==> src/rtl/shift_add_mult_onehot.sv <==
// ============================================================================
// Module   : shift_add_mult_onehot
// Brief    : Shift-and-add multiplier with a one-hot ASM controller and a
//            one-hot to binary state encoder for display/debug.
// Revision : 1.0
// ============================================================================
`timescale 1ns/1ps
`default_nettype none

module shift_add_mult_onehot #(
    parameter int WIDTH = 4,
    parameter int PW    = $clog2(WIDTH) + 1
) (
    input  logic               clk,
    input  logic               rst,
    input  logic               start,
    input  logic [WIDTH-1:0]   multiplicand,
    input  logic [WIDTH-1:0]   multiplier,
    output logic [2*WIDTH-1:0] product,
    output logic               busy,
    output logic               done,
    output logic [3:0]         state_onehot,
    output logic [1:0]         state_code,
    output logic               state_err
);

    typedef enum logic [1:0] {
        S_IDLE  = 2'b00,
        S_ADD   = 2'b01,
        S_SHIFT = 2'b10,
        S_DONE  = 2'b11
    } state_code_e;

    localparam int         IDX_IDLE    = 0;
    localparam int         IDX_ADD     = 1;
    localparam int         IDX_SHIFT   = 2;
    localparam int         IDX_DONE    = 3;
    localparam logic [3:0] ONEHOT_IDLE = 4'b0001;
    localparam logic [PW-1:0] P_LOAD   = PW'(WIDTH);

    logic [3:0]       state_q, state_d;
    logic [WIDTH-1:0] a_q, a_d;
    logic [WIDTH-1:0] q_q, q_d;
    logic [WIDTH-1:0] b_q, b_d;
    logic             c_q, c_d;
    logic [PW-1:0]    p_q, p_d;

    logic             w_err;
    logic             w_p_zero;
    logic [WIDTH:0]   w_sum;
    state_code_e      w_code;

    // Exactly-one-bit test: clearing the lowest set bit must leave nothing.
    assign w_err    = (state_q == 4'd0) || ((state_q & (state_q - 4'd1)) != 4'd0);
    assign w_p_zero = (p_q == '0);
    assign w_sum    = {1'b0, a_q} + {1'b0, b_q};

    always_comb begin
        state_d = state_q;
        if (w_err) begin
            state_d = ONEHOT_IDLE;
        end else begin
            state_d[IDX_IDLE]  = (state_q[IDX_IDLE] & ~start) | state_q[IDX_DONE];
            state_d[IDX_ADD]   = (state_q[IDX_IDLE] & start)
                               | (state_q[IDX_SHIFT] & ~w_p_zero);
            state_d[IDX_SHIFT] = state_q[IDX_ADD];
            state_d[IDX_DONE]  = state_q[IDX_SHIFT] & w_p_zero;
        end
    end

    always_comb begin
        a_d = a_q;
        q_d = q_q;
        b_d = b_q;
        c_d = c_q;
        p_d = p_q;
        if (!w_err) begin
            if (state_q[IDX_IDLE] && start) begin
                b_d = multiplicand;
                q_d = multiplier;
                a_d = '0;
                c_d = 1'b0;
                p_d = P_LOAD;
            end
            if (state_q[IDX_ADD]) begin
                if (q_q[0]) begin
                    {c_d, a_d} = w_sum;
                end
                p_d = p_q - PW'(1);
            end
            if (state_q[IDX_SHIFT]) begin
                {c_d, a_d, q_d} = {1'b0, c_q, a_q, q_q[WIDTH-1:1]};
            end
        end
    end

    always_ff @(posedge clk or posedge rst) begin
        if (rst) begin
            state_q <= ONEHOT_IDLE;
            a_q     <= '0;
            q_q     <= '0;
            b_q     <= '0;
            c_q     <= 1'b0;
            p_q     <= '0;
        end else begin
            state_q <= state_d;
            a_q     <= a_d;
            q_q     <= q_d;
            b_q     <= b_d;
            c_q     <= c_d;
            p_q     <= p_d;
        end
    end

    // An illegal register reads back as idle so displays never show a bogus code.
    assign w_code = w_err ? S_IDLE
                          : state_code_e'({state_q[IDX_DONE] | state_q[IDX_SHIFT],
                                           state_q[IDX_DONE] | state_q[IDX_ADD]});

    assign product      = {a_q, q_q};
    assign busy         = (state_q != ONEHOT_IDLE);
    assign done         = (state_q == 4'b1000);
    assign state_onehot = state_q;
    assign state_code   = w_code;
    assign state_err    = w_err;

endmodule

`default_nettype wire

==> config.mk <==
export PLATFORM = sky130hd
export DESIGN_NAME = shift_add_mult_onehot
export DESIGN_NICKNAME = d
export VERILOG_FILES = /design/src/rtl/shift_add_mult_onehot.sv
export SDC_FILE = /design/constraint.sdc
export NUM_CORES = 1
export LEC_CHECK = 0
export CORE_MARGIN = 2
export CORE_UTILIZATION = 45
export DETAILED_ROUTE_END_ITERATION = 10
export GPL_TIMING_DRIVEN = 0
export PLACE_DENSITY = 0.79
export SYNTH_ARGS = -nofsm -noshare
export SYNTH_HDL_FRONTEND = slang
export SYNTH_SLANG_ARGS = --single-unit
==> constraint.sdc <==
create_clock -name clk -period 2.64 [get_ports clk]
set_clock_uncertainty 0.1 [all_clocks]
set_input_delay 0.66 -clock clk [delete_from_list [all_inputs] [get_ports clk]]
set_output_delay 0.66 -clock clk [all_outputs]
set_load 0.1 [all_outputs]
==> summary.txt, run 1 <==
Synth
  – Post-Syn Area: about 1200 um^2
  – Number of flops mapped to enable cells by yosys: 0
  – Mapped Nets: 144
  – Flip-flop and latch count after synthesis: 20
  – Post-synthesis sequential area ratio: around two fifths
  – YS warnings: 0
  – Post-Syn Instances: 126
  – Mean Syn Cell Area: between 9 and 10 um^2
  – Synth unique cells: 39
  – Ys async rst share: between 90% and 100%
  – Top FF cell, synth: dfrtp_1

Floorplanning
  – Die Y: about 56 um
  – Effective utilization at floorplan: 48.2%
  – Io pins: 28
  – # rows: 18
  – Die area: between 3000 and 4000 um^2
  – Die W: between 50 and 60 um
  – Core area: roughly 2500 um^2

Finish
  – Antenna cells: 0
  – Share of cells above drive strength 1: around 22%
  – Leading cell types in the layout, fill and taps excluded: 19 x nand2_1, 16 x dfrtp_1, 12 x clkdlybuf4s50_1
  – Commonest non-fill, non-tap cell in the layout: nand2_1
  – Filler Cells Inserted: 203
  – Final Util: about two thirds
  – Sequential cell area: ~510 um^2
  – Nets: 180
  – Layout area overhead: 35.1%
  – Multi-input logic area: around 650 um^2

Timing
  – Endpoints failing setup: 0
  – Setup repair after global routing missed its margin: no
  – Slew Limit Fails: 0
  – Tightest Pin Transition: approximately 0.98 ns
  – Final Critical Period: between 2 and 3 ns
  – Hold WS: about 0.38 ns
  – Fmax: around 390 MHz
  – Worst slew margin: about a third
  – Period utilization: around 98%
  – Final Hold Viols: 0

Route
  – Post-route DRC violation count: 0
  – Drt first-iter violations: 7
  – Average wire per standard cell: 14.1 um
  – DR vias/cell: around 5.3
  – 1st-pass router iterations: 4
  – Vias: approximately 1000
  – Routed WL: between 2 and 3 mm
  – Antenna viol nets, final: 0

CTS
  – Clock Sinks: 20
  – Clk Latency, worst-skew pair: 0.32 ns
  – Hold-fix buffers, CTS: 0
  – Htree depth: 1
  – CTS tree: yes
  – TritonCTS Buffers: 3
  – CTS Buffer Depth: 2
  – Clock Pin Slew Worst Setup and Hold Paths: 0.12 ns
  – CTS root buf: clkbuf_4

Run
  – MaxCap Viol Count: 0

Critical path
  – WS Path Type: register to output pin
  – Cell chain of the critical path: clkdlybuf4s50_1
  – Startpoint types: register
  – Crit Path Max Fanout: 3
  – Cell family with most CP delay: buffers and inverters
  – CP arrival: approximately 1.8 ns
  – Max incr delay on CP: about 1.1 ns
  – Data required, critical path: approximately 1.9 ns
  – Crit path capture type: output pin
  – Slowest CP cell: clkdlybuf4s50_1
  – Buf/Inv on CP: 1

GRT
  – First-pass GRT wire length: roughly 4.6 mm
  – Largest net degree at the start of global routing: 21
  – Total global routing overflow: 0
  – GRT Total Usage: between 15 and 20%
  – Initial antenna violation count: 0
  – Vias in the first global route: about 1000

Run status
  – Status: complete, no violations

Place
  – RD Place Congestion: around 0.84
  – DP HPWL: 1.95 mm
  – Port-buffer cells: 27

Hold path
  – Worst hold path class: register to register
## cells by family after synthesis
| family | share of synthesized area (%) |
|---|---|
| mux | 4.15 |
| xor+xnor | 1.45 |
| fa+ha+maj | 7.88 |
| flops | 41.6 |
| simple gates | 23.3 |
| buf+inv | 6.74 |
| compound gates | 14.8 |
## synthesized netlist by cell type, types with 3 or more instances
library cell | number | area [um^2]
a21oi_1 | 4 | 20.0
mux2i_1 | 5 | 50.1
nand2_1 | 19 | 71.3
a22oi_1 | 3 | 22.5
ha_1 | 6 | 75.1
nand3_1 | 3 | 15.0
nor2b_1 | 4 | 25.0
o21ai_0 | 10 | 50.1
dfrtp_1 | 19 | 475
and3b_1 | 3 | 26.3
o21ai_1 | 3 | 15.0
inv_1 | 12 | 45.0
## flip-flops by register name, indices dropped and copies added (netlist names)
register	flops
a_q	4
state_onehot	4
p_q	3
c_q	1
q_q	4
b_q	4
## metal layers
layer / up-vias / track usage, % / routed length [um]
met1: 484 / 22.7 / 1190
met4: 0 / 4.18 / 13
met3: 2 / 5.58 / 91
li1: 499 / - / -
met2: 18 / 31.3 / 1400
met5: - / 0 / 0
## cell type report
| class | count | share of cell area [%] |
|---|---|---|
| multi-input cells | 89 | 39.6 |
| clock buffers | 3 | 1.38 |
| flip-flops and latches | 20 | 31.3 |
| well taps | 30 | 2.30 |
| plain buffers | 5 | 2.61 |
| inverters | 12 | 3.00 |
| repair buffers | 31 | 18.0 |
| clock inverters | 1 | 1.84 |
## through the flow
| stage | std cells | area, um^2 | worst slack, ns | setup TNS, ns |
|---|---|---|---|---|
| 2_1_floorplan | 126 | 1220 | 0.0263 | 0 |
| 5_1_grt | 191 | 1630 | 0.00111 | 0 |
| 3_5_place_dp | 183 | 1530 | -0.528 | -1.41 |
| 3_3_place_gp | 183 | 1530 | -0.494 | -1.28 |
| 6_report | 191 | 1630 | 0.0431 | 0 |
| 4_1_cts | 187 | 1570 | 0.0113 | 0 |
## repair_timing
| item | in CTS | in global routing |
|---|---|---|
| gates cloned | 0 | 0 |
| buffers inserted | 0 | 4 |
| resized for setup | 31 | 10 |
| endpoints found under the hold margin | 0 | 0 |
| pin swaps | 0 | 1 |
| endpoints found under the setup margin | 12 | 6 |
## final timing paths
path	cells after the start	slack, ns	to	startpoint
worst min register to register	1	0.38	p_q[0]$_DFFE_PP0P_	p_q[0]$_DFFE_PP0P_
worst max-delay path	1	0.04	state_onehot[1]	state_onehot[1]$_DFF_PP0_
worst min-delay path	1	0.38	p_q[0]$_DFFE_PP0P_	p_q[0]$_DFFE_PP0P_
max in group asynchronous	2	1.28	state_onehot[2]$_DFF_PP0_	rst
worst max register to register	5	0.88	a_q[2]$_DFFE_PP0N_	a_q[0]$_DFFE_PP0N_
min in group asynchronous	2	0.65	p_q[0]$_DFFE_PP0P_	rst
Power of run 1 is not shown: default switching activity piles up to over one toggle a cycle in this logic, so the estimate is an artifact.
==> inputs of run 2 (changes only) <==
- CTS_BUF_LIST: unset -> sky130_fd_sc_hd__clkbuf_4 sky130_fd_sc_hd__clkbuf_8
==> results of run 2 <==
The final DEF is identical to that of run 1; final timing and power are the same.
Power of run 2 is left out for the same reason.
==> inputs of run 3 (changes only) <==
- ABC_CLOCK_PERIOD_IN_PS: unset -> 2640
- GPL_TIMING_DRIVEN: 0 -> unset
==> run 3 against run 2 <==
Register-to-register slack lost 0.08 ns. Fmax grew 2.8%. Via count shrank 1.0%. Non-clock buffer count shrank 3. Core utilization shrank 1.1 points. Hold slack lost 0.0044 ns. Global-route usage shrank 1.5 points. Final cell count shrank 1.6%. Routed wire length shrank 5.9%. Critical path depth grew 3. Critical endpoint is now state_code[0]. Highest routed layer unchanged.
==> summary.txt, run 3 (synthesis results as in run 1) <==
Run status
  – Status: complete, no violations

Timing
  – Tightest Pin Transition: 0.471 ns (-0.506 ns)
  – Post-route setup TNS: 0 ns (unchanged)
  – Final Hold Viols: 0 (unchanged)
  – Hold WS: 0.378 ns (-0.00444 ns)
  – Fmax: 396 MHz (+2.8%)
  – Final Critical Period: 2.53 ns (-0.0701 ns)
  – Worst slew margin: 68.4% (+34 points)
  – Period utilization: 95.7% (-2.7 points)
  – Endpoints failing setup: 0 (unchanged)
  – Setup repair after global routing missed its margin: no
  – Slew Limit Fails: 0 (unchanged)

Place
  – Placed inst area: 1520 um^2 (-0.57%)
  – Port-buffer cells: 27 (unchanged)
  – Placed cell count: 179 (-2.2%)
  – DP HPWL: 1.88 mm (-3.7%)
  – RD Place Congestion: 0.834 (-0.23%)

CTS
  – CTS tree: yes
  – Clock Sinks: 20 (unchanged)
  – CTS Buffer Depth: 2 (unchanged)
  – TritonCTS Buffers: 3 (unchanged)
  – Hold-fix buffers, CTS: 0 (unchanged)
  – Clock Pin Slew Worst Setup and Hold Paths: 0.11 ns (about the same)
  – Clk Latency, worst-skew pair: 0.29 ns (-0.03 ns)
  – CTS root buf: clkbuf_4
  – Htree depth: 1 (unchanged)

Route
  – 1st-pass router iterations: 4 (unchanged)
  – Drt first-iter violations: 15 (+8)
  – Antenna viol nets, final: 0 (unchanged)
  – Post-route DRC violation count: 0 (unchanged)
  – Routed WL: 2.54 mm (-5.9%)
  – Average wire per standard cell: 13.5 um (-4.4%)
  – DR vias/cell: 5.28 (+0.58%)
  – Vias: 993 (-1.0%)

Finish
  – Share of cells above drive strength 1: 27.8% (+5.5 points)
  – Antenna cells: 0 (unchanged)
  – Commonest non-fill, non-tap cell in the layout: nand2_1
  – Final instance area: 1600 um^2 (-1.7%)
  – Fin cells: 188 (-1.6%)
  – Nets: 177 (-1.7%)
  – Leading cell types in the layout, fill and taps excluded: 19 x nand2_1, 18 x buf_4, 16 x dfrtp_1
  – Layout area overhead: 32.8%

GRT
  – GRT Total Usage: 16.8% (-1.5 points)
  – Largest net degree at the start of global routing: 21 (unchanged)
  – Initial antenna violation count: 0 (unchanged)
  – First-pass GRT wire length: 4.23 mm (-8.0%)
  – Vias in the first global route: 992 (-2.9%)
  – Total global routing overflow: 0 (unchanged)

Floorplanning
  – Die Y: 55.8 um (unchanged)
  – Die W: 55.8 um (unchanged)
  – Io pins: 28 (unchanged)
  – Effective utilization at floorplan: 48.2% (unchanged)
  – Core area: 2500 um^2 (unchanged)
  – # rows: 18 (unchanged)
  – Die area: 3110 um^2 (unchanged)

Critical path
  – Crit Path Max Fanout: 14 (+11)
  – CP arrival: 1.77 ns (-0.07 ns)
  – WS Path Type: register to output pin
  – Crit path capture type: output pin
  – Data required, critical path: 1.88 ns (about the same)
  – Startpoint types: register

Run
  – MaxCap Viol Count: 0 (unchanged)

Hold path
  – Worst hold path class: register to register
==> run 3: cell count changes in the layout (fill, tap and decap cells not counted), moves of 2 or more <==
cell / change
buf_12: +5
buf_2: -3
buf_4: +12
buf_6: -4
clkdlybuf4s50_1: -2
dlygate4sd2_1: -7
dlymetal6s2s_1: -3
==> run 3: stage by stage <==
step / util [%] / setup slack (ns)
detailed placement: 60.9 / 0.372
CTS: 62.1 / 0.0614
floorplan: - / 0.0263
global placement: 60.9 / 0.399
finish: 64.1 / 0.113
global route: 64.1 / 0.00624
==> run 3: final cells by class <==
cell class	instances	area [um^2]
multi-input cells	89	638
well taps	30	37.5
fillers	216	898
clock buffers	4	30.0
inverters	12	48.8
flip-flops and latches	20	512
repair buffers	33	335
==> run 3: critical path: stages (launching register included) <==
cell	delay (ns)
dfstp_4	0.73
nand3b_4	0.21
inv_1	0.09
or2_4	0.26
buf_12	0.16
==> run 3: repair_timing <==
item	in CTS	in global routing
buffers inserted	0	5
endpoints found under the setup margin	0	2
gates resized for setup	0	2
==> run 3: worst paths after layout <==
check	slack, ns	cells past startpoint	startpoint	endpoint
setup / recovery	0.11	4	state_onehot[0]$_DFF_PP1_	state_code[0]
hold / removal	0.38	1	p_q[2]$_DFFE_PP0P_	state_onehot[3]$_DFF_PP0_
setup reg to reg	0.80	4	state_onehot[0]$_DFF_PP1_	p_q[0]$_DFFE_PP0P_
hold reg to reg	0.38	1	p_q[2]$_DFFE_PP0P_	state_onehot[3]$_DFF_PP0_
max in group asynchronous	1.60	3	rst	state_onehot[0]$_DFF_PP1_
min in group asynchronous	0.57	3	rst	q_q[3]$_DFFE_PP0P_
==> run 3: layer usage <==
layer  vias to the layer above  global-route usage, %  share of wire [%]
li1                        493                      -                  -
met1                       483                   21.1                 47
met2                        15                   28.6                 48
met3                         2                   3.95                3.8
met4                         0                   5.23               0.51
met5                         -                      0                  0
Power of run 3 is left out for the same reason.
